File: config.mk
export PLATFORM = sky130hd
export DESIGN_NAME = axis_switch_pkt_rrobin
export DESIGN_NICKNAME = d
export VERILOG_FILES = /design/src/rtl/axis_switch_pkg.sv /design/src/rtl/axis_sw_out_fifo.sv /design/src/rtl/axis_switch_pkt_rrobin.sv
export SDC_FILE = /design/constraint.sdc
export NUM_CORES = 1
export LEC_CHECK = 0
export BUFFER_PORTS_ARGS = -buffer_cell sky130_fd_sc_hd__buf_2
export CORE_MARGIN = 8
export CORE_UTILIZATION = 40
export CTS_CLUSTER_SIZE = 10
export DETAILED_ROUTE_END_ITERATION = 8
export PLACE_DENSITY = 0.65
export SLEW_MARGIN = 20
export SYNTH_ARGS = -nofsm -noshare
export SYNTH_HDL_FRONTEND = slang
export SYNTH_SLANG_ARGS = --single-unit
File: constraint.sdc
create_clock -name aclk -period 55.6 [get_ports aclk]
set_input_delay 11.12 -clock aclk [delete_from_list [all_inputs] [get_ports aclk]]
set_output_delay 11.12 -clock aclk [all_outputs]
set_load 0.01 [all_outputs]
File: src/rtl/axis_switch_pkg.sv
// Shared types and helpers for the packet-aware round-robin AXI-Stream switch.
// TDEST range decoding lives here so every slave lane decodes identically.
package axis_switch_pkg;

  typedef enum logic {
    ST_IDLE   = 1'b0,
    ST_LOCKED = 1'b1
  } arb_state_t;

  function automatic int idx_width(input int n);
    return (n > 1) ? $clog2(n) : 1;
  endfunction

  // Returns the owning master index, or -1 when the destination is undecodable.
  function automatic int dest_decode(input logic [31:0] dest, input int base,
                                     input int stride, input int rng, input int nmasters);
    int off;
    int m;
    off = int'(dest) - base;
    if (off < 0) return -1;
    m = off / stride;
    if ((m >= nmasters) || ((off - m * stride) > rng)) return -1;
    return m;
  endfunction

endpackage

File: src/rtl/axis_sw_out_fifo.sv
// Per-master output FIFO; read data comes straight from the storage registers,
// so it holds steady while the downstream stalls.
module axis_sw_out_fifo #(
  parameter type entry_t = logic [7:0],
  parameter int  DEPTH   = 4
) (
  input  logic   clk,
  input  logic   rst,
  input  logic   wr_en,
  input  entry_t wr_data,
  output logic   full,
  output logic   rd_valid,
  input  logic   rd_ready,
  output entry_t rd_data
);

  localparam int AW = $clog2(DEPTH);

  entry_t        mem [DEPTH];
  logic [AW-1:0] wr_ptr;
  logic [AW-1:0] rd_ptr;
  logic [AW:0]   count;
  logic          do_wr;
  logic          do_rd;

  assign full     = (count == (AW + 1)'(DEPTH));
  assign rd_valid = (count != '0);
  assign rd_data  = mem[rd_ptr];
  assign do_rd    = rd_valid && rd_ready;
  // A full FIFO still takes a write when the head leaves in the same cycle.
  assign do_wr    = wr_en && (!full || do_rd);

  always_ff @(posedge clk or posedge rst) begin
    if (rst) begin
      wr_ptr <= '0;
      rd_ptr <= '0;
      count  <= '0;
      for (int k = 0; k < DEPTH; k++) mem[k] <= '0;
    end else begin
      if (do_wr) begin
        mem[wr_ptr] <= wr_data;
        wr_ptr      <= wr_ptr + AW'(1);
      end
      if (do_rd) rd_ptr <= rd_ptr + AW'(1);
      case ({do_wr, do_rd})
        2'b10:   count <= count + (AW + 1)'(1);
        2'b01:   count <= count - (AW + 1)'(1);
        default: count <= count;
      endcase
    end
  end

endmodule

File: src/rtl/axis_switch_pkt_rrobin.sv
// NxM AXI-Stream switch: TDEST range routing, per-master round-robin with the
// grant held until TLAST, undecodable beats dropped, buffered master outputs.
//
//   state     | meaning
//   ST_IDLE   | no packet open; round-robin picks among decoded requesters
//   ST_LOCKED | packet open; only the granted slave is served until TLAST
module axis_switch_pkt_rrobin
  import axis_switch_pkg::*;
#(
  parameter int NSLAVES     = 2,
  parameter int NMASTERS    = 2,
  parameter int DATA_WIDTH  = 64,
  parameter int ID_WIDTH    = 1,
  parameter int DEST_WIDTH  = 8,
  parameter int HAS_ID      = 0,
  parameter int HAS_LAST    = 1,
  parameter int HAS_DEST    = 1,
  parameter int DEST_BASE   = 0,
  parameter int DEST_STRIDE = 1,
  parameter int DEST_RANGE  = 0,
  parameter int FIFO_DEPTH  = 4
) (
  input  logic                           aclk,
  input  logic                           areset,
  input  logic [NSLAVES-1:0]             s_valid,
  output logic [NSLAVES-1:0]             s_ready,
  input  logic [NSLAVES*DATA_WIDTH-1:0]  s_data,
  input  logic [NSLAVES*ID_WIDTH-1:0]    s_id,
  input  logic [NSLAVES*DEST_WIDTH-1:0]  s_dest,
  input  logic [NSLAVES-1:0]             s_last,
  output logic [NMASTERS-1:0]            m_valid,
  input  logic [NMASTERS-1:0]            m_ready,
  output logic [NMASTERS*DATA_WIDTH-1:0] m_data,
  output logic [NMASTERS*ID_WIDTH-1:0]   m_id,
  output logic [NMASTERS*DEST_WIDTH-1:0] m_dest,
  output logic [NMASTERS-1:0]            m_last,
  output logic [NSLAVES-1:0]             dec_err
);

  localparam int SW = idx_width(NSLAVES);
  localparam int MW = idx_width(NMASTERS);

  typedef struct packed {
    logic [DATA_WIDTH-1:0] data;
    logic [ID_WIDTH-1:0]   id;
    logic [DEST_WIDTH-1:0] dest;
    logic                  last;
  } entry_t;

  logic [NSLAVES-1:0]          dec_ok;
  logic [NSLAVES*MW-1:0]       dec_m;
  logic [NSLAVES-1:0]          slave_locked;
  logic [NSLAVES-1:0]          drop;
  logic [NMASTERS-1:0]         locked_v;
  logic [NMASTERS*SW-1:0]      gnt_flat;
  logic [NMASTERS*NSLAVES-1:0] gnt_rdy;

  always_comb begin
    int dm;
    dm     = 0;
    dec_ok = '0;
    dec_m  = '0;
    for (int i = 0; i < NSLAVES; i++) begin
      dm = (HAS_DEST != 0)
           ? dest_decode(32'(s_dest[i*DEST_WIDTH +: DEST_WIDTH]), DEST_BASE,
                         DEST_STRIDE, DEST_RANGE, NMASTERS)
           : 0;
      dec_ok[i]          = (dm >= 0);
      dec_m[i*MW +: MW]  = (dm >= 0) ? MW'(dm) : '0;
    end
  end

  always_comb begin
    slave_locked = '0;
    for (int m = 0; m < NMASTERS; m++)
      for (int i = 0; i < NSLAVES; i++)
        if (locked_v[m] && (gnt_flat[m*SW +: SW] == SW'(i))) slave_locked[i] = 1'b1;
  end

  // A slave holding a packet lock is never dropped, whatever its TDEST says.
  assign drop = s_valid & ~slave_locked & ~dec_ok;

  always_comb begin
    s_ready = '0;
    for (int i = 0; i < NSLAVES; i++) begin
      s_ready[i] = drop[i];
      for (int m = 0; m < NMASTERS; m++) s_ready[i] = s_ready[i] | gnt_rdy[m*NSLAVES + i];
    end
    if (areset) s_ready = '0;
  end

  always_ff @(posedge aclk or posedge areset) begin
    if (areset) dec_err <= '0;
    else        dec_err <= drop;
  end

  for (genvar m = 0; m < NMASTERS; m++) begin : g_mst
    arb_state_t         state_q, state_d;
    logic [SW-1:0]      gnt_q, gnt_d, ptr_q, ptr_d, win, sel;
    logic [NSLAVES-1:0] req, rdy;
    logic               found, sel_ok, full, wr, beat_last;
    entry_t             wr_entry, rd_entry;

    always_comb begin
      req   = '0;
      win   = '0;
      found = 1'b0;
      for (int i = 0; i < NSLAVES; i++)
        req[i] = s_valid[i] && dec_ok[i] && (dec_m[i*MW +: MW] == MW'(m)) && !slave_locked[i];
      for (int k = 0; k < NSLAVES; k++) begin
        if (!found && req[(int'(ptr_q) + k) % NSLAVES]) begin
          found = 1'b1;
          win   = SW'((int'(ptr_q) + k) % NSLAVES);
        end
      end
    end

    assign sel       = (state_q == ST_LOCKED) ? gnt_q : win;
    assign sel_ok    = (state_q == ST_LOCKED) || found;
    assign wr        = sel_ok && s_valid[sel] && !full;
    assign beat_last = (HAS_LAST != 0) ? s_last[sel] : 1'b1;

    always_comb begin
      rdy = '0;
      if (sel_ok && !full) rdy[sel] = 1'b1;
    end

    assign gnt_rdy[m*NSLAVES +: NSLAVES] = rdy;
    assign locked_v[m]                   = (state_q == ST_LOCKED);
    assign gnt_flat[m*SW +: SW]          = gnt_q;

    always_comb begin
      state_d = state_q;
      gnt_d   = gnt_q;
      ptr_d   = ptr_q;
      if (wr) begin
        if (beat_last) begin
          state_d = ST_IDLE;
          ptr_d   = SW'((int'(sel) + 1) % NSLAVES);
        end else begin
          state_d = ST_LOCKED;
          gnt_d   = sel;
        end
      end
    end

    always_ff @(posedge aclk or posedge areset) begin
      if (areset) begin
        state_q <= ST_IDLE;
        gnt_q   <= '0;
        ptr_q   <= '0;
      end else begin
        state_q <= state_d;
        gnt_q   <= gnt_d;
        ptr_q   <= ptr_d;
      end
    end

    always_comb begin
      wr_entry.data = s_data[int'(sel)*DATA_WIDTH +: DATA_WIDTH];
      wr_entry.id   = (HAS_ID != 0) ? s_id[int'(sel)*ID_WIDTH +: ID_WIDTH] : '0;
      wr_entry.dest = s_dest[int'(sel)*DEST_WIDTH +: DEST_WIDTH];
      wr_entry.last = beat_last;
    end

    axis_sw_out_fifo #(
      .entry_t (entry_t),
      .DEPTH   (FIFO_DEPTH)
    ) u_fifo (
      .clk      (aclk),
      .rst      (areset),
      .wr_en    (wr),
      .wr_data  (wr_entry),
      .full     (full),
      .rd_valid (m_valid[m]),
      .rd_ready (m_ready[m]),
      .rd_data  (rd_entry)
    );

    assign m_data[m*DATA_WIDTH +: DATA_WIDTH] = rd_entry.data;
    assign m_id[m*ID_WIDTH +: ID_WIDTH]       = rd_entry.id;
    assign m_dest[m*DEST_WIDTH +: DEST_WIDTH] = rd_entry.dest;
    assign m_last[m]                          = rd_entry.last;
  end

endmodule

Word-level counts from Yosys, hierarchy flattened
Cells that the tools add are included. W data, S select, Z words.

Output and inout port bits: 154. Memories kept: 0. Flip-flop bits (word level): 614. Memory bits (read-only): 0. Input port bits: 154. Latch bits: 0. Bits in writable memories: 0. Logic and storage cells: 232.

$lt $le $gt $ge: 22. Bitwise logic cells: 20. Shift operators: 4. Equality and inequality tests: 6. Add/sub/neg operators: 14. Multiply operators: 0. Divide/modulo/power cells: 0. Mux-type cells: 71. Reduce and logical (&&, ||, !) cells: 50.

Operators with widths (count): $bwmux W296 (2); $mux W74 (6); $bmux W74 S2 (2); $demux W74 S2 (2); $mux W32 (8); $shiftx A128 B8 Y64 (2); $ge A32 B1 Y1 const B (2); $mux W1 (44); $shiftx A16 B5 Y8 (2); $logic_and A1 B1 Y1 (30); $gt A9 B1 Y1 const B (2); $sub A8 B8 Y9 (2); $ge A8 B2 Y1 const B (2); $lt A8 B1 Y1 const B (2); $ge A3 B3 Y1 const B (4); $not A2 Y3 (4); $pmux W3 S2 (2); $add A2 B1 Y2 const B (4); $lt A1 B2 Y1 const B (4); $reduce_and A2 Y1 (4); $add A3 B1 Y3 const B (2); $eq A3 B3 Y1 const B (2); $logic_not A1 Y1 (6); $logic_or A1 B1 Y1 (6); 16 further kinds (41).

Logic depth before layout (Yosys ltp)
Word-level depth: 27. Mapped depth: 13.

Hierarchy
Synthesis repeated with hierarchy kept, for this count alone.

Cells, all modules: 1761. Area, all modules: 30251.5 um^2.

Modules (own cells, without submodules): axis_sw_out_fifo at g_mst[0].u_fifo (cells an instance 766, area an instance 14523.9 um^2, instances 1); axis_sw_out_fifo at g_mst[1].u_fifo (cells an instance 757, area an instance 13249.0 um^2, instances 1); axis_switch_pkt_rrobin (cells an instance 238, area an instance 2478.6 um^2, instances 1).

Least setup slack after synthesis
No wires, ideal clock.

Path kind: input to output. From: in s_dest[14]. To: out s_ready[1]. Arrival time: 12.674 ns. Required time: 44.480 ns. Slack: 31.806 ns. Cell stages on the path: 7. Buffers on the path: 1. Cells stage by stage: nor3_1 nand4_1 o21ai_2 and2_1 clkbuf_1 a221oi_1 nor2_1.

Longest elaborated chain between the ends: 27.

RTL lines: from (decl) (RTL line axis_switch_pkt_rrobin.sv:29) `input logic [NSLAVES*DEST_WIDTH-1:0] s_dest,`; $sub A8 B8 Y9 (RTL line axis_switch_pkg.sv:22) `if ((m >= nmasters) || ((off - m * stride) > rng)) return -1;`; $gt A9 B1 Y1 (RTL line axis_switch_pkg.sv:22); $logic_or A1 B1 Y1 (RTL line axis_switch_pkg.sv:22); $mux W1 (RTL line axis_switch_pkg.sv:22); $mux W1 (RTL line axis_switch_pkg.sv:21) `m = off / stride;`; $mux W32 (RTL line axis_switch_pkg.sv:23) `return m;`; $mux W32 * (RTL line axis_switch_pkg.sv:21); $ge A32 B1 Y1 (RTL line axis_switch_pkt_rrobin.sv:68, axis_switch_pkt_rrobin.sv:69); [11 not listed]; $lt A1 B2 Y1 (not written as such) or $ge A1 B1 Y1 (tied branches) (RTL line axis_switch_pkt_rrobin.sv:125) `if (sel_ok && !full) rdy[sel] = 1'b1;`; $logic_and A1 B1 Y1 (not written as such) (RTL line axis_switch_pkt_rrobin.sv:125); $mux W1 (not written as such) (RTL line axis_switch_pkt_rrobin.sv:125); $demux W1 S1 (RTL line axis_switch_pkt_rrobin.sv:125); $mux W2 (RTL line axis_switch_pkt_rrobin.sv:125); $or A1 B1 Y1 (RTL line axis_switch_pkt_rrobin.sv:87) `for (int m = 0; m < NMASTERS; m++) s_ready[i] = s_ready[i] | gnt_rdy[m*NSLAVES + i];`; $or A1 B1 Y1 * (RTL line axis_switch_pkt_rrobin.sv:87); $mux W2 * (RTL line axis_switch_pkt_rrobin.sv:89) `if (areset) s_ready = '0;`; to (decl) (RTL line axis_switch_pkt_rrobin.sv:26) `output logic [NSLAVES-1:0] s_ready,`.

Every way passes the cells marked *; elsewhere a longest branch is shown, timed or not. The select of a mux whose other input is x is not followed.

Worst setup path after layout
Ends and elaborated chain as after synthesis.

==> qor.txt <==
total grt overflow -> 0
Worst slew margin -> 0.310
sequential fraction of the synthesis area -> 0.540
Total GRT Usage -> 0.183
DRT iter0 DRCs -> 863
drt pass-1 iters -> 4
die area -> 0.0790 mm^2
commonest cells in the netlist -> 606 x dfrtp_1, 552 x mux2_2, 178 x mux2_1
mean area per synthesized cell -> 16.4 um^2
data arrival time of the worst path -> 13.24 ns
critical path class -> in2out
Switch Pwr -> 0.000670 W
Pint -> 0.00137 W
Area Growth Syn to Fin -> 16.8%
# fillers -> 5,977
CTS root buf -> clkbuf_16
routed vias/inst -> 5.41
Die Ht -> 281 um
design area -> 0.0328 mm^2
top_reg_cell synth -> dfrtp_1
largest net degree at the start of global routing -> 180
synth unique cells -> 46
Async S/R FF share, synth -> 1.00
PwrDens -> 62.2 mW/mm^2
WP data required -> 44.48 ns
H-tree depth -> 3
critical-path cell list -> buf_2 -> nor3_1 -> nand4_1 -> o21ai_2 -> and2_1 -> a221oi_1 -> nor2_1 -> buf_2
Post-CTS Resized -> 0
fraction of layout cells with a size suffix above 1 -> 0.559
Clock power frac -> 0.216
mapped cell area -> 0.0281 mm^2
worst min-delay path class -> reg2reg
CP startpoint kind -> input port
Worst R2R Start -> g_mst[0].state_q$_DFFE_PP0P_
Clock Path Buffers -> 3
Hold Path Origin -> g_mst[0].u_fifo.mem[88]$_DFFE_PP0P_
Critical Path Fanout Max -> 11
Synth area leaders -> dfrtp_1 54%, mux2_2 22%, mux4_2 12%
slowest stage delay, CP -> 0.52 ns
drt total wl -> 71.9 mm
Setup Skew -> 0.0173 ns
input/output buffers -> 303
Post-CTS Setup Bufs -> 0
Worst Tran Pin Value -> 1.04 ns
Die Width -> 281 um
RSZ-0062 raised after global routing -> no
most frequent cell after synthesis -> dfrtp_1
Hold Fails Final Rpt -> 0
Synth Register Bits -> 606
FF-to-FF End -> g_mst[1].u_fifo.mem[193]$_DFFE_PP0P_
maximum clock rate -> 0.0410 GHz
ANT nets after route -> 0
hold depth -> 1
Initial Utilization -> 0.403
vias -> 16,200
Setup Viol. Count Final -> 0
critical path's slowest cell -> and2_1
Worst Reg-to-Reg Cells -> 8
maximum VDD drop -> 37.6 uV
post-DP HPWL -> 46.0 mm
clock latency on the worst-skew pair -> 0.60 ns
r2r setup slk -> 51.69 ns
CP Capture Type -> output pin
Cells after Synth -> 1,715
sequential share of power -> 0.391
number of synthesized flops with an enable pin -> 0
Final period util -> 0.438
CTS tree -> built
number of buffers created by CTS -> 74
Rows -> 97
Final Max Slew Viols -> 0
initial antenna violation count -> 5
switching share of power -> 0.328
first-pass GRT wire length -> 111 mm
core area -> 0.0698 mm^2
run status -> completed
most common cell type on the critical path -> buf_2
I/O pins -> 308
Max-cap violations -> 0
Reg clk slew, reported paths -> 0.05 ns
warnings from Yosys -> 0
setup TNS -> 0 ns
fin crit period -> 24.36 ns
Placed Area -> 0.0306 mm^2
post-place setup slack -> 31.25 ns
power share of the combinational group -> 0.393
Placer Congestion -> 0.796
Leak -> 14.4 nW
Worst Hold Path EP -> g_mst[0].u_fifo.mem[88]$_DFFE_PP0P_
DRC viols -> 0
vias in the first global route -> 18,300
PnR worst setup slack -> 31.24 ns
Hold Buf Count CTS -> 0
largest area contributor in the netlist -> dfrtp_1
Final nets -> 2,180
Avg WL per Cell -> 24.0 um
Synth top area share -> 0.540
clock sinks -> 606
how the worst max path moves through the flow:
stage	slack (ns)	from	endpoint
5_1_grt	31.03	s_dest[14]	s_ready[1]
4_1_cts	31.24	s_dest[14]	s_ready[1]
2_1_floorplan	27.52	areset	dec_err[0]$_DFF_PP0_
3_5_place_dp	31.25	s_dest[14]	s_ready[1]
6_report	31.24	s_dest[14]	s_ready[1]
3_3_place_gp	31.30	s_dest[14]	s_ready[0]
layer usage:
metal  up-vias  wire length, um  global-route usage
met5         -                0                   0
met4         0             2150              0.0655
met3       113             3750              0.0398
met2       354            35800               0.307
met1      8694            30200               0.232
li1       7012                -                   -
flip-flops by register name (all words and copies together), names as in the netlist:
name	cells
dec_err	2
g_mst.gnt_q	2
g_mst.ptr_q	2
g_mst.u_fifo.rd_ptr	4
g_mst.u_fifo.count	6
g_mst.state_q	2
g_mst.u_fifo.wr_ptr	4
g_mst.u_fifo.mem	584
logic make-up (layout without fill, tap and decap cells):
logic type,after synthesis,after routing,share of synthesized area
adder cells (fa/ha/maj),12,12,0.00588
flip-flops,606,606,0.540
other,1,9,0.000133
XOR/XNOR,12,12,0.00374
buffers and inverters,127,455,0.0204
AND/OR/NAND/NOR,47,47,0.00931
multiplexers,879,879,0.411
AO/OA/AOI/OAI,31,31,0.0101
layout make-up:
class                           count  area [um^2]  share of cell area
Antenna cell                        7         17.5            0.000534
Tap cell                          940         1180              0.0358
Sequential cell                   606        15200               0.462
Timing Repair Buffer              333         1800              0.0549
Multi-Input combinational cell    983        12400               0.378
Clock inverter                     11          149             0.00454
Clock buffer                       95         2020              0.0616
Inverter                           16         67.6             0.00206
layout by cell type (no fill, tap or decap), drive strengths merged, types with 3 or more instances in the layout:
cell,count
nor2,5
clkbuf,95
buf,333
mux4,146
o21ai,14
mux2i,3
xnor2,6
xor2,6
diode,7
dfrtp,606
nor3,3
ha,10
a21oi,3
mux2,730
clkinv,6
nand3,5
and2,5
nand2,15
inv,18
power by group through the flow:
stage	Sequential (W)	Clock, W	Combinational (W)
finish	0.000798	0.000442	0.000803
global route	0.000829	0.000476	0.000865
CTS	0.000800	0.000459	0.000823
detailed placement	0.000807	0	0.000821
global placement	0.000786	0	0.000800
floorplan	0.000740	0	0.000590
critical path, delay by kind of cell:
family	cells	cell delay, ns
and+or+nand+nor	4	1.31
AOI/OAI and AO/OA	2	0.56
buffers and inverters	2	0.25
per-stage QoR:
| step | cells | total power [W] | util | hold WS, ns |
|---|---|---|---|---|
| after floorplan | 1716 | 0.00133 | - | 0.456 |
| after global placement | 2876 | 0.00159 | 0.438 | 0.468 |
| after detailed placement | 2876 | 0.00163 | 0.438 | 0.476 |
| after CTS | 2982 | 0.00208 | 0.469 | 0.487 |
| after global routing | 2989 | 0.00217 | 0.470 | 0.498 |
| final | 2991 | 0.00204 | 0.470 | 0.484 |
No activity file was read; power rests on OpenSTA's default activity.
